`config.mk`:
```
export PLATFORM = sky130hd
export DESIGN_NAME = cmp_run_monitor_flat
export DESIGN_NICKNAME = d
export VERILOG_FILES = /design/src/rtl/cmp_run_monitor_if.sv /design/src/rtl/cmp_run_monitor.sv /design/src/flat_wrapper.sv
export SDC_FILE = /design/constraint.sdc
export NUM_CORES = 1
export LEC_CHECK = 0
export CORE_ASPECT_RATIO = 1.1
export CORE_UTILIZATION = 30
export DETAILED_ROUTE_END_ITERATION = 7
export SLEW_MARGIN = 5
export SYNTH_ARGS = -nofsm -noshare
export SYNTH_HDL_FRONTEND = slang
export SYNTH_SLANG_ARGS = --single-unit
```
`constraint.sdc`:
```
create_clock -name clk -period 2.6 [get_ports clk]
set_clock_uncertainty 0.2 [all_clocks]
set_input_delay 0.39 -clock clk [delete_from_list [all_inputs] [get_ports clk]]
set_output_delay 0.39 -clock clk [all_outputs]
set_load 0.005 [all_outputs]
```
`src/rtl/cmp_run_monitor_if.sv`:
```
`default_nettype none
// +----------------------------------------------------------------------+
// | Module   : cmp_run_monitor_if                                        |
// | Brief    : Dump-side bus of the CMP run monitor: the shared dmem     |
// |            read port and the valid/ready dump word stream.           |
// | Revision : 1.0 - initial release                                     |
// +----------------------------------------------------------------------+
interface cmp_run_monitor_if #(
  parameter int NODE_W = 2,
  parameter int ADDR_W = 8,
  parameter int DATA_W = 64
);
  // Shared data-memory read port (data returns one cycle after mem_rd_en)
  logic              mem_rd_en;
  logic [NODE_W-1:0] mem_node;
  logic [ADDR_W-1:0] mem_addr;
  logic [DATA_W-1:0] mem_rd_data;

  // Dump word stream
  logic              dump_valid;
  logic              dump_ready;
  logic [NODE_W-1:0] dump_node;
  logic [ADDR_W-1:0] dump_addr;
  logic [DATA_W-1:0] dump_data;

  // Monitor side
  modport master (
    output mem_rd_en, mem_node, mem_addr,
    input  mem_rd_data,
    output dump_valid, dump_node, dump_addr, dump_data,
    input  dump_ready
  );

  // Harness side (dmem mux and dump sink)
  modport slave (
    input  mem_rd_en, mem_node, mem_addr,
    output mem_rd_data,
    input  dump_valid, dump_node, dump_addr, dump_data,
    output dump_ready
  );
endinterface
`default_nettype wire

```
`src/rtl/cmp_run_monitor.sv`:
```
`default_nettype none
// +----------------------------------------------------------------------+
// | Module   : cmp_run_monitor                                           |
// | Brief    : Run controller for an N-node CMP harness. Detects program |
// |            completion (all nodes fetching the zero NOP) or a cycle   |
// |            budget timeout, drains the pipelines, then streams every  |
// |            node's data memory out over a valid/ready interface.      |
// | Options  : `define CMP_MON_STICKY_EN makes the per-node completion   |
// |            mask sticky for the duration of a run.                    |
// | Revision : 1.0 - initial release                                     |
// +----------------------------------------------------------------------+
module cmp_run_monitor #(
  parameter int NUM_NODES    = 4,
  parameter int INST_W       = 32,
  parameter int DATA_W       = 64,
  parameter int ADDR_W       = 8,
  parameter int CYC_W        = 32,
  parameter int MAX_CYCLES   = 5000,
  parameter int DRAIN_CYCLES = 5,
  parameter int DUMP_DEPTH   = 32
) (
  input  logic                        clk,
  input  logic                        reset,
  input  logic                        i_run_en,
  input  logic [NUM_NODES*INST_W-1:0] i_inst_in,
  output logic [CYC_W-1:0]            o_cycle_count,
  output logic                        o_running,
  output logic                        o_halt,
  output logic                        o_timeout,
  output logic                        o_done,
  output logic [NUM_NODES-1:0]        o_done_mask,
  cmp_run_monitor_if.master           mon_bus
);

  localparam int c_node_w  = (NUM_NODES > 1) ? $clog2(NUM_NODES) : 1;
  localparam int c_drain_w = (DRAIN_CYCLES > 1) ? $clog2(DRAIN_CYCLES) : 1;

  localparam logic [CYC_W-1:0]     c_last_cycle = CYC_W'(MAX_CYCLES - 1);
  localparam logic [c_node_w-1:0]  c_last_node  = c_node_w'(NUM_NODES - 1);
  localparam logic [ADDR_W-1:0]    c_last_addr  = ADDR_W'(DUMP_DEPTH - 1);
  localparam logic [c_drain_w-1:0] c_last_drain = c_drain_w'(DRAIN_CYCLES - 1);

  typedef enum logic [2:0] {
    S_IDLE     = 3'd0,
    S_RUN      = 3'd1,
    S_DRAIN    = 3'd2,
    S_DUMP_RD  = 3'd3,
    S_DUMP_CAP = 3'd4,
    S_DUMP_OUT = 3'd5,
    S_DONE     = 3'd6
  } state_t;

  state_t                r_state;
  state_t                w_state_nxt;

  logic [CYC_W-1:0]      r_cycle_count;
  logic                  r_timeout;
  logic [NUM_NODES-1:0]  r_done_mask;
  logic [c_drain_w-1:0]  r_drain_cnt;
  logic [c_node_w-1:0]   r_node;
  logic [ADDR_W-1:0]     r_addr;
  logic [c_node_w-1:0]   r_dump_node;
  logic [ADDR_W-1:0]     r_dump_addr;
  logic [DATA_W-1:0]     r_dump_data;

  logic [NUM_NODES-1:0]  w_node_zero;
  logic [NUM_NODES-1:0]  w_mask_eff;
  logic                  w_nop_term;
  logic                  w_budget_term;
  logic                  w_last_word;

  // Per-node terminating-NOP detect on the fetched instruction
  for (genvar k = 0; k < NUM_NODES; k++) begin : g_zero_det
    assign w_node_zero[k] = (i_inst_in[k*INST_W +: INST_W] == '0);
  end

`ifdef CMP_MON_STICKY_EN
  // A node stays complete once it has fetched the NOP during this run
  assign w_mask_eff = r_done_mask | w_node_zero;
`else
  assign w_mask_eff = w_node_zero;
`endif

  // NOP termination takes priority over the budget when both coincide
  assign w_nop_term    = &w_mask_eff;
  assign w_budget_term = (r_cycle_count == c_last_cycle);
  assign w_last_word   = (r_node == c_last_node) && (r_addr == c_last_addr);

  // State register
  always_ff @(posedge clk or negedge reset) begin
    if (!reset) begin
      r_state <= S_IDLE;
    end else begin
      r_state <= w_state_nxt;
    end
  end

  // Next-state logic; run_en only matters in IDLE, RUN and DONE
  always_comb begin
    w_state_nxt = r_state;
    case (r_state)
      S_IDLE: begin
        if (i_run_en) w_state_nxt = S_RUN;
      end
      S_RUN: begin
        if (!i_run_en)                       w_state_nxt = S_IDLE;
        else if (w_nop_term || w_budget_term) w_state_nxt = S_DRAIN;
      end
      S_DRAIN: begin
        if (r_drain_cnt == c_last_drain) w_state_nxt = S_DUMP_RD;
      end
      S_DUMP_RD: begin
        w_state_nxt = S_DUMP_CAP;
      end
      S_DUMP_CAP: begin
        w_state_nxt = S_DUMP_OUT;
      end
      S_DUMP_OUT: begin
        if (mon_bus.dump_ready) w_state_nxt = w_last_word ? S_DONE : S_DUMP_RD;
      end
      S_DONE: begin
        if (!i_run_en) w_state_nxt = S_IDLE;
      end
      default: begin
        w_state_nxt = S_IDLE;
      end
    endcase
  end

  // Run counters, completion status, dump index and captured dump word
  always_ff @(posedge clk or negedge reset) begin
    if (!reset) begin
      r_cycle_count <= '0;
      r_timeout     <= 1'b0;
      r_done_mask   <= '0;
      r_drain_cnt   <= '0;
      r_node        <= '0;
      r_addr        <= '0;
      r_dump_node   <= '0;
      r_dump_addr   <= '0;
      r_dump_data   <= '0;
    end else begin
      case (r_state)
        S_IDLE: begin
          if (i_run_en) begin
            r_cycle_count <= '0;
            r_done_mask   <= '0;
            r_timeout     <= 1'b0;
          end
        end
        S_RUN: begin
          // Dropping run_en aborts to IDLE with everything held
          if (i_run_en) begin
            if (r_cycle_count != '1) begin
              r_cycle_count <= r_cycle_count + CYC_W'(1);
            end
            r_done_mask <= w_mask_eff;
            if (!w_nop_term && w_budget_term) begin
              r_timeout <= 1'b1;
            end
            if (w_nop_term || w_budget_term) begin
              r_drain_cnt <= '0;
              r_node      <= '0;
              r_addr      <= '0;
            end
          end
        end
        S_DRAIN: begin
          if (r_drain_cnt != c_last_drain) begin
            r_drain_cnt <= r_drain_cnt + c_drain_w'(1);
          end
        end
        S_DUMP_CAP: begin
          r_dump_data <= mon_bus.mem_rd_data;
          r_dump_node <= r_node;
          r_dump_addr <= r_addr;
        end
        S_DUMP_OUT: begin
          // Address-major, node-minor walk
          if (mon_bus.dump_ready && !w_last_word) begin
            if (r_node == c_last_node) begin
              r_node <= '0;
              r_addr <= r_addr + ADDR_W'(1);
            end else begin
              r_node <= r_node + c_node_w'(1);
            end
          end
        end
        S_DONE: begin
          if (!i_run_en) begin
            r_done_mask <= '0;
            r_timeout   <= 1'b0;
          end
        end
        default: begin
        end
      endcase
    end
  end

  assign o_cycle_count      = r_cycle_count;
  assign o_running          = (r_state == S_RUN);
  assign o_halt             = (r_state == S_DUMP_RD) || (r_state == S_DUMP_CAP) ||
                              (r_state == S_DUMP_OUT) || (r_state == S_DONE);
  assign o_timeout          = r_timeout;
  assign o_done             = (r_state == S_DONE);
  assign o_done_mask        = r_done_mask;

  assign mon_bus.mem_rd_en  = (r_state == S_DUMP_RD);
  assign mon_bus.mem_node   = r_node;
  assign mon_bus.mem_addr   = r_addr;
  assign mon_bus.dump_valid = (r_state == S_DUMP_OUT);
  assign mon_bus.dump_node  = r_dump_node;
  assign mon_bus.dump_addr  = r_dump_addr;
  assign mon_bus.dump_data  = r_dump_data;

endmodule
`default_nettype wire
```
`src/flat_wrapper.sv`:
```
// flat-port wrapper written by rule: the top's interface ports become plain ports
module cmp_run_monitor_flat 
#(
  parameter int NUM_NODES    = 4,
  parameter int INST_W       = 32,
  parameter int DATA_W       = 64,
  parameter int ADDR_W       = 8,
  parameter int CYC_W        = 32,
  parameter int MAX_CYCLES   = 5000,
  parameter int DRAIN_CYCLES = 5,
  parameter int DUMP_DEPTH   = 32
)
  (clk, reset, i_run_en, i_inst_in, o_cycle_count, o_running, o_halt, o_timeout, o_done, o_done_mask, mon_bus_mem_rd_en, mon_bus_mem_node, mon_bus_mem_addr, mon_bus_mem_rd_data, mon_bus_dump_valid, mon_bus_dump_node, mon_bus_dump_addr, mon_bus_dump_data, mon_bus_dump_ready);
  cmp_run_monitor_if #(.ADDR_W(ADDR_W), .DATA_W(DATA_W)) mon_bus_i ();
  input  logic clk;
  input  logic reset;
  input  logic i_run_en;
  input  logic [NUM_NODES*INST_W-1:0] i_inst_in;
  output logic [CYC_W-1:0] o_cycle_count;
  output logic o_running;
  output logic o_halt;
  output logic o_timeout;
  output logic o_done;
  output logic [NUM_NODES-1:0] o_done_mask;
  output wire logic [$bits(mon_bus_i.mem_rd_en)-1:0] mon_bus_mem_rd_en;
  output wire logic [$bits(mon_bus_i.mem_node)-1:0] mon_bus_mem_node;
  output wire logic [$bits(mon_bus_i.mem_addr)-1:0] mon_bus_mem_addr;
  input wire logic [$bits(mon_bus_i.mem_rd_data)-1:0] mon_bus_mem_rd_data;
  output wire logic [$bits(mon_bus_i.dump_valid)-1:0] mon_bus_dump_valid;
  output wire logic [$bits(mon_bus_i.dump_node)-1:0] mon_bus_dump_node;
  output wire logic [$bits(mon_bus_i.dump_addr)-1:0] mon_bus_dump_addr;
  output wire logic [$bits(mon_bus_i.dump_data)-1:0] mon_bus_dump_data;
  input wire logic [$bits(mon_bus_i.dump_ready)-1:0] mon_bus_dump_ready;
  assign mon_bus_mem_rd_en = mon_bus_i.mem_rd_en;
  assign mon_bus_mem_node = mon_bus_i.mem_node;
  assign mon_bus_mem_addr = mon_bus_i.mem_addr;
  assign mon_bus_i.mem_rd_data = mon_bus_mem_rd_data;
  assign mon_bus_dump_valid = mon_bus_i.dump_valid;
  assign mon_bus_dump_node = mon_bus_i.dump_node;
  assign mon_bus_dump_addr = mon_bus_i.dump_addr;
  assign mon_bus_dump_data = mon_bus_i.dump_data;
  assign mon_bus_i.dump_ready = mon_bus_dump_ready;
  cmp_run_monitor #(.NUM_NODES(NUM_NODES), .INST_W(INST_W), .DATA_W(DATA_W), .ADDR_W(ADDR_W), .CYC_W(CYC_W), .MAX_CYCLES(MAX_CYCLES), .DRAIN_CYCLES(DRAIN_CYCLES), .DUMP_DEPTH(DUMP_DEPTH)) u_core (.clk(clk), .reset(reset), .i_run_en(i_run_en), .i_inst_in(i_inst_in), .o_cycle_count(o_cycle_count), .o_running(o_running), .o_halt(o_halt), .o_timeout(o_timeout), .o_done(o_done), .o_done_mask(o_done_mask), .mon_bus(mon_bus_i));
endmodule
```
==> results of run 1 <==
metrics by stage:
stage          area [µm²]  instances   util  total power [W]  hold WS [ps]
6_report            10700       1194  0.531          0.00896           303
4_1_cts             10600       1193  0.530          0.00907           307
2_1_floorplan        6220        566      -          0.00441          -106
3_5_place_dp        10000       1161  0.499          0.00657           248
5_1_grt             10700       1194  0.531          0.00948           314
3_3_place_gp        10000       1161  0.499          0.00652           251
worst min path at each step:
| stage | end | start |
|---|---|---|
| 5_1_grt | u_core.mon_bus.dump_data[23] | u_core.mon_bus.dump_data[23] |
| 2_1_floorplan | u_core.mon_bus.dump_addr[0] | reset |
| 3_3_place_gp | u_core.mon_bus.dump_data[63] | reset |
| 4_1_cts | u_core.mon_bus.dump_data[43] | u_core.mon_bus.dump_data[43] |
| 6_report | u_core.mon_bus.dump_data[32] | u_core.mon_bus.dump_data[32] |
| 3_5_place_dp | u_core.mon_bus.dump_data[63] | reset |
state kept, by name, indices dropped and copies added (netlist names):
register	cells
u_core.mon_bus.dump_data	64
u_core.r_drain_cnt	3
u_core.o_done_mask	4
u_core.r_state	3
u_core.mon_bus.dump_node	2
u_core.mon_bus.mem_node	2
u_core.mon_bus.mem_addr	8
u_core.o_cycle_count	32
u_core.o_timeout	1
u_core.mon_bus.dump_addr	8
per-layer routing:
metal | up-vias | wire, µm | GRT usage
li1 | 2900 | - | -
met5 | - | 0 | 0
met2 | 207 | 10200 | 0.332
met4 | 0 | 283 | 0.0677
met1 | 2822 | 8390 | 0.241
met3 | 20 | 1160 | 0.0410
Yosys cell counts, types with 2 or more instances:
library cell,number,area (µm²)
dfrtp_1,127,3180
mux2_2,74,833
nor4_1,44,275
a21oi_1,39,195
o21ai_0,34,170
or3_1,23,144
nand3_1,21,105
nand2_1,18,67.6
nor2_1,18,67.6
inv_1,17,63.8
nand4_1,15,93.8
buf_2,12,60.1
nor3_1,12,60.1
o31ai_1,10,75.1
clkbuf_1,8,30.0
or4_1,7,52.6
a31oi_1,6,37.5
and4_1,6,52.6
ha_1,5,62.6
xnor2_1,5,43.8
buf_6,4,45.0
mux2i_1,4,40.0
o211ai_1,3,22.5
o22ai_1,3,18.8
o31a_1,3,26.3
or2_2,3,18.8
a211oi_1,2,15.0
a21boi_0,2,15.0
a311oi_1,2,17.5
and2_1,2,12.5
and3_2,2,15.0
and4_4,2,22.5
buf_4,2,15.0
clkinv_1,2,7.51
nand2b_1,2,12.5
nor3b_1,2,15.0
o2111a_1,2,22.5
cell type report:
type	count	area, µm²	share of cell area
Multi-Input combinational cell	392	2820	0.264
Inverter	19	71.3	0.00669
Timing Repair Buffer	373	3670	0.344
Clock buffer	19	443	0.0416
Clock inverter	12	160	0.0150
Tap cell	252	315	0.0296
Sequential cell	127	3180	0.299
cell usage in the layout, fill, tap and decap left out, types with 4 or more instances in the layout:
cell type,synthesis,layout
clkdlybuf4s50_1,0,320
dfrtp_1,127,124
mux2_2,74,74
buf_4,2,47
nor4_1,44,44
a21oi_1,39,39
o21ai_0,34,34
or3_1,23,23
nand3_1,21,21
nand2_1,18,18
nor2_1,18,18
inv_1,17,17
clkbuf_16,0,17
nand4_1,15,15
nor3_1,12,11
o31ai_1,10,10
or4_1,7,7
and4_1,6,6
a31oi_1,6,6
xnor2_1,5,5
ha_1,5,5
buf_12,0,5
mux2i_1,4,4
clkinv_4,0,4
logic make-up (layout without fill, tap and decap cells):
family,Yosys count,after routing
adders and majority gates,5,5
xor gates and xnor gates,6,6
AOI/OAI and AO/OA,119,119
buffers and inverters,47,423
muxes,78,78
DFF,127,127
and+or+nand+nor,184,184
repair_timing:
item                                   CTS  global route
pin swaps                                0             1
buffers inserted                         0             1
hold buffers                             1             0
gates resized for setup                  1             4
endpoints found under the hold margin   39             0
setup endpoints to repair                1             6
power by group:
group / switching, W / leakage, nW / total, W / internal [W]
clock: 0.000908 / 0.294 / 0.00244 / 0.00154
sequential: 0.000434 / 1.60 / 0.00310 / 0.00267
combinational: 0.00119 / 2.33 / 0.00341 / 0.00222
total: 0.00254 / 4.22 / 0.00896 / 0.00642
==> flow_summary.json, run 1 <==
{
  "setup_violations": 0,
  "r2r_slack_ps": 200,
  "synth-seq-cells": 127,
  "crit_buf_inv": 1,
  "grt_setup_unrepaired": "no",
  "drt_iter0_drc": 328,
  "synth-edff-count": 0,
  "syn_avg_cell_area_um2": 11.0,
  "crit_arrival_ps": 1870,
  "pin_count": 322,
  "timing.rr.start": "u_core.o_cycle_count[18]",
  "worstRegToRegCells": 7,
  "drt_wl_total_mm": 20.0,
  "endpoint_kind": "output port",
  "power.density_mw_per_mm2": 841,
  "p_leak_nw": 4.22,
  "dp_slack_ps": -135,
  "synth_xor_area_frac": 0.00844,
  "status": "finished, final reports clean",
  "flow.area_growth_from_synthesis_pct": 71.2,
  "cts-root-buf": "clkbuf_16",
  "numCtsBuffers": 17,
  "rows": 54,
  "slowest_stage": "clkdlybuf4s50_1",
  "ys_types": 60,
  "htree_levels": 4,
  "cp-startpoint": "u_core.r_state[0]",
  "layout-drive-gt1-share": 0.185,
  "fin_crit_ps": 2460,
  "worstSetupPathType": "register to output port",
  "start_util": 0.310,
  "ant_nets": 0,
  "synthMuxAreaShare": 0.140,
  "maxCapViolations": 0,
  "syn_nets": 767,
  "overflow": 0,
  "crit_required_ps": 2010,
  "vias": 5949,
  "tightest_slew_ps": 609,
  "hold_path_class": "register to register",
  "insertion_delay_ps": 420,
  "synthAdderAreaFrac": 0.0101,
  "crit_path_max_fanout": 7,
  "crit_path_start_kind": "register",
  "cts_tree": "yes",
  "die_y_um": 153,
  "critPathCapture": "o_done",
  "n_fill_cell": 1827,
  "timing.rr.end": "u_core.o_cycle_count[21]",
  "synth-seq-area-share": 0.511,
  "syn_area_mm2": 0.00622,
  "grt_use_total": 0.194,
  "fin_ws_ps": 136,
  "finalMaxSlewViolations": 0,
  "finalHoldViolations": 0,
  "diodes": 0,
  "cts_buffer_depth": 2,
  "cts.sinks": 127,
  "finalNetCount": 1131,
  "synth_compound_area_frac": 0.118,
  "hpwlAfterDp_mm": 15.3,
  "avgRoutedWirePerCell_um": 16.8,
  "ir_drop_mv": 0.461,
  "chipWidth_um": 139,
  "period_share": 0.948,
  "coreArea_mm2": 0.0201,
  "avgViaCountPerCell": 4.98,
  "grt_max_degree": 75,
  "crit_cells": 3,
  "cp_cell_sequence": "nand2b_1 -> nor2_1 -> clkdlybuf4s50_1",
  "grt_pass1_wl_mm": 32.6,
  "hold_depth": 1,
  "die_area_mm2": 0.0213,
  "antenna_found_initial": 0,
  "gp_congestion": 0.803,
  "setup_tns_ps": 0,
  "slowest_delay_ps": 560,
  "drc": 0,
  "firstDrtPassIters": 4,
  "ys_warn_count": 0,
  "clkTransAtPathRegs_ps": 60,
  "clock.fmax_mhz": 406,
  "first_global_vias": 6114,
  "yosys.area_share.simple": 0.174,
  "cp_top_family": "buffers and inverters",
  "ys.flop_type": "dfrtp_1",
  "netlist_instances": 566,
  "async_reset_ff_frac": 1.00,
  "synth_top_family_by_area": "simple AND/OR/NAND/NOR gates",
  "slew_headroom": 0.594,
  "port-buffer-count": 321
}
No activity file was read; power rests on OpenSTA's default activity.
==> inputs of run 2 (changes only) <==
CAP_MARGIN = 40   (was default)
==> results of run 2 <==
Same layout as run 1: the final DEF is identical, and so are final timing and power.
